===== config.mk =====
export PLATFORM = sky130hd
export DESIGN_NAME = sized_fifo
export DESIGN_NICKNAME = d
export VERILOG_FILES = /design/src/rtl/sized_fifo.sv
export SDC_FILE = /design/constraint.sdc
export NUM_CORES = 1
export LEC_CHECK = 0
export ABC_CLOCK_PERIOD_IN_PS = 2300
export CAP_MARGIN = 5
export CORE_AREA = 2 2 39 41
export DETAILED_ROUTE_END_ITERATION = 12
export DIE_AREA = 0 0 41 43
export PLACE_DENSITY = 0.5
export SLEW_MARGIN = 15
export SYNTH_ARGS = -nofsm -noshare
export SYNTH_HDL_FRONTEND = slang
export SYNTH_SLANG_ARGS = --single-unit

===== constraint.sdc =====
create_clock -name clk -period 2.3 [get_ports clk]
set_input_delay 0.345 -clock clk [delete_from_list [all_inputs] [get_ports clk]]
set_output_delay 0.345 -clock clk [all_outputs]
set_load 0.005 [all_outputs]

===== src/rtl/sized_fifo.sv =====
// sized_fifo: parameterised synchronous FIFO with guarded ready/enable handshakes.
// Ports:
//   clk, rst_n           - rising-edge clock, asynchronous active-low reset
//   enq_in/enq_en/enq_rdy - enqueue data, request, not-full
//   deq_out/deq_en/deq_rdy - head data (0 when empty), request, not-empty
//   clr_en               - synchronous clear, overrides enqueue/dequeue
//   count                - current occupancy
module sized_fifo #(
    parameter int width = 1,
    parameter int depth = 2
) (
    input  logic                       clk,
    input  logic                       rst_n,
    input  logic [width-1:0]           enq_in,
    input  logic                       enq_en,
    output logic                       enq_rdy,
    output logic [width-1:0]           deq_out,
    input  logic                       deq_en,
    output logic                       deq_rdy,
    input  logic                       clr_en,
    output logic [$clog2(depth+1)-1:0] count
);
    localparam int aw = $clog2(depth);
    localparam int cw = $clog2(depth + 1);
    logic [width-1:0] mem [depth];
    logic [aw-1:0] head, tail;
    logic enq_fire, deq_fire;
    assign enq_rdy  = count != cw'(depth);
    assign deq_rdy  = count != '0;
    assign enq_fire = enq_en && enq_rdy;
    assign deq_fire = deq_en && deq_rdy;
    // Forced to zero when empty so the output never shows stale or X storage.
    assign deq_out  = deq_rdy ? mem[head] : '0;
    always_ff @(posedge clk)
        if (!clr_en && enq_fire) mem[tail] <= enq_in;
    always_ff @(posedge clk or negedge rst_n)
        if (!rst_n) begin
            head  <= '0;
            tail  <= '0;
            count <= '0;
        end else if (clr_en) begin
            head  <= '0;
            tail  <= '0;
            count <= '0;
        end else begin
            if (enq_fire) tail <= tail + 1'b1;
            if (deq_fire) head <= head + 1'b1;
            count <= count + cw'(enq_fire) - cw'(deq_fire);
        end
endmodule


==> flow_metrics.env <==
export IMPL_cts_tree="done"
export IMPL_p_seq_share_pct=34.1
export IMPL_cp_end_kind="output port"
export IMPL_clock_sinks=6
export IMPL_power_switching_uw=159.4
export IMPL_slew_headroom_pct=84.18
export IMPL_gr_total_overflow=0
export IMPL_grt_total_usage_pct=8.806
export IMPL_rows=14
export IMPL_arrival_ns=1.39
export IMPL_gp_congestion=0.6866
export IMPL_cp_num_buf_inv=1
export IMPL_die_h_um=43
export IMPL_intPower_uw=359.8
export IMPL_max_cap_violations=0
export IMPL_rsz0062_at_grt="no"
export IMPL_ctsHtreeMaxLevel=1
export IMPL_irDropWorstVdd_v=0.0004331
export IMPL_ioPinCount=11
export IMPL_syn_nets=36
export IMPL_die_w_um=41
export IMPL_period_needed_ns=1.732
export IMPL_viasPerCell=4.172
export IMPL_cts_setup_buffers=0
export IMPL_p_comb_share_pct=45.7
export IMPL_drive_above_1_share_pct=16.67
export IMPL_first_global_vias=231
export IMPL_final_hold_viol_count=0
export IMPL_tightestPinTransition_ns=0.2365
export IMPL_crit_family="buffers and inverters"
export IMPL_fmax_mhz=577.5
export IMPL_fin_tns_setup_ns=0
export IMPL_period_share_pct=75.29
export IMPL_max_stage_delay_ns=0.50
export IMPL_antenna_cells=0
export IMPL_cts_root_buf="clkbuf_4"
export IMPL_clockPowerShare_pct=20.3
export IMPL_yosysWarningCount=0
export IMPL_p_per_area_nw_per_um2=1104
export IMPL_ys_seq_elements=6
export IMPL_crit_type="flop to output port"
export IMPL_final_nets=51
export IMPL_yosys_cell_types_count=16
export IMPL_port_buffers=10
export IMPL_insertion_delay_ns=0.24
export IMPL_num_fill_cells=149
export IMPL_slew_violations=0
export IMPL_initial_core_util_pct=23.42
export IMPL_yosysSeqAreaShare_pct=49.42
export IMPL_cp_slowest_cell="clkdlybuf4s50_1"
export IMPL_grt_max_degree=8
export IMPL_regArea_sq_um=160.2
export IMPL_cts_buffers=3
export IMPL_area_growth_pct=45.17
export IMPL_die_area_sq_um=1763
export IMPL_drtAntennaViolNets=0
export IMPL_routedWlPerCell_um=9.345
export IMPL_r2r_end="count[1]$_DFF_PN0_"
export IMPL_cts_resized_gates=0
export IMPL_hold_class="input pin to asynchronous set/reset pin"
export IMPL_fin_worst_skew_ns=0.003924
export IMPL_drc=0
export IMPL_path_common_cell="nor2_1"
export IMPL_drtIter0Drc=3
export IMPL_status="finished clean"
export IMPL_busiest_layer="met2"
export IMPL_use_met3_pct=6.283
export IMPL_cp_start_kind="flop"
export IMPL_met2_usage_pct=10.63
export IMPL_switching_share_pct=30.70
export IMPL_synthesis_instances=28
export IMPL_wl_um=542
export IMPL_whs_ns=0.3056
export IMPL_antenna_found_initial=0
export IMPL_grt_pass1_wl_um=910
export IMPL_avgSynthCellArea_sq_um=11.57
export IMPL_use_met1_pct=9.571
export IMPL_r2r_start="count[1]$_DFF_PN0_"
export IMPL_path_cells="nor2_1 -> nor2_1 -> clkdlybuf4s50_1"
export IMPL_rrSetupSlack_ns=0.60
export IMPL_r2r_cells=7
export IMPL_cp_max_fo=6
export IMPL_multiInputGateArea_sq_um=156.4
export IMPL_netlist_area_sq_um=324.1
export IMPL_dp_final_hpwl_um=416.3
export IMPL_hold_buffers=0
export IMPL_clockBufferDepth=2
export IMPL_vias=242
export IMPL_clk_pin_slew_ns=0.05
export IMPL_cp_data_required_time_ns=1.96
export IMPL_final_setup_viol_count=0
export IMPL_p_leak_nw=0.2067
export IMPL_firstDrtPassIters=2
export IMPL_coreArea_sq_um=1384
cell type report:
type | instances | share of cell area (%)
Clock buffer | 4 | 5.585
Inverter | 2 | 1.596
Multi-Input combinational cell | 20 | 33.24
Sequential cell | 6 | 34.04
Tap cell | 16 | 4.255
Timing Repair Buffer | 10 | 21.28
stage by stage:
| stage | instances | util (%) | setup slack (ns) | power, mW | cell area (sq um) |
|---|---|---|---|---|---|
| floorplan | 28 | - | 0.6814 | 0.3059 | 324.1 |
| global placement | 54 | 32.10 | 0.4085 | 0.4147 | 444.2 |
| detailed placement | 54 | 32.10 | 0.3668 | 0.4181 | 444.2 |
| CTS | 58 | 34.00 | 0.5436 | 0.5324 | 470.5 |
| global route | 58 | 34.00 | 0.4876 | 0.5725 | 470.5 |
| finish | 58 | 34.00 | 0.5684 | 0.5192 | 470.5 |
cells in the final DEF (no fill, tap or decap), types with 2 or more instances in the layout:
master	synthesis	final
clkdlybuf4s50_1	0	10
ha_1	2	2
inv_1	2	2
edfxtp_1	2	2
clkbuf_4	0	3
nor2_1	5	5
nor3_1	2	2
nor2b_1	2	2
dfrtp_1	4	4
cell families after synthesis:
| family | synth area share, % |
|---|---|
| flops | 49.42 |
| xor+xnor | 5.406 |
| mux | 7.721 |
| fa+ha+maj | 7.721 |
| compound gates | 2.703 |
| buf+inv | 2.317 |
| simple gates | 24.71 |
metal layers:
metal	routed length, um	part of all wire, %	vias up
met5	0	0	-
li1	-	-	122
met1	215	40	112
met2	283	52	8
met4	0	0	0
met3	43	7.9	0
synth_stat cells:
cell,n,area [sq um]
xnor2_1,1,8.760
inv_1,2,7.510
nand2_4,1,11.26
xor2_1,1,8.760
mux2i_1,1,10.01
nor2_1,5,18.77
dfrtp_1,4,100.1
ha_1,2,25.02
edfxtp_1,2,60.06
o21a_2,1,8.760
nor3b_1,1,7.510
nor3_1,2,10.01
nor2b_1,2,12.51
mux2_4,1,15.01
nand2b_4,1,13.76
and2_1,1,6.260
how the worst max path moves through the flow:
stage / startpoint / end / slack (ns) / cells past startpoint
6_report: count[1]$_DFF_PN0_ / deq_out / 0.57 / 3
3_3_place_gp: enq_en / count[1]$_DFF_PN0_ / 0.41 / 8
5_1_grt: count[1]$_DFF_PN0_ / deq_out / 0.49 / 3
3_5_place_dp: enq_en / count[1]$_DFF_PN0_ / 0.37 / 8
4_1_cts: count[1]$_DFF_PN0_ / deq_out / 0.54 / 3
2_1_floorplan: count[1]$_DFF_PN0_ / count[1]$_DFF_PN0_ / 0.68 / 7
sequential cells by signal, indices dropped and copies added, names as in the netlist:
name   count
count      2
mem        2
head       1
tail       1
power groups by stage:
stage / clock, mW / combinational (mW) / sequential (mW)
global placement: 0 / 0.238 / 0.177
finish: 0.105 / 0.237 / 0.177
CTS: 0.112 / 0.243 / 0.178
global route: 0.122 / 0.268 / 0.183
floorplan: 0 / 0.132 / 0.174
detailed placement: 0 / 0.239 / 0.179
(Power assumes the default switching activity.)
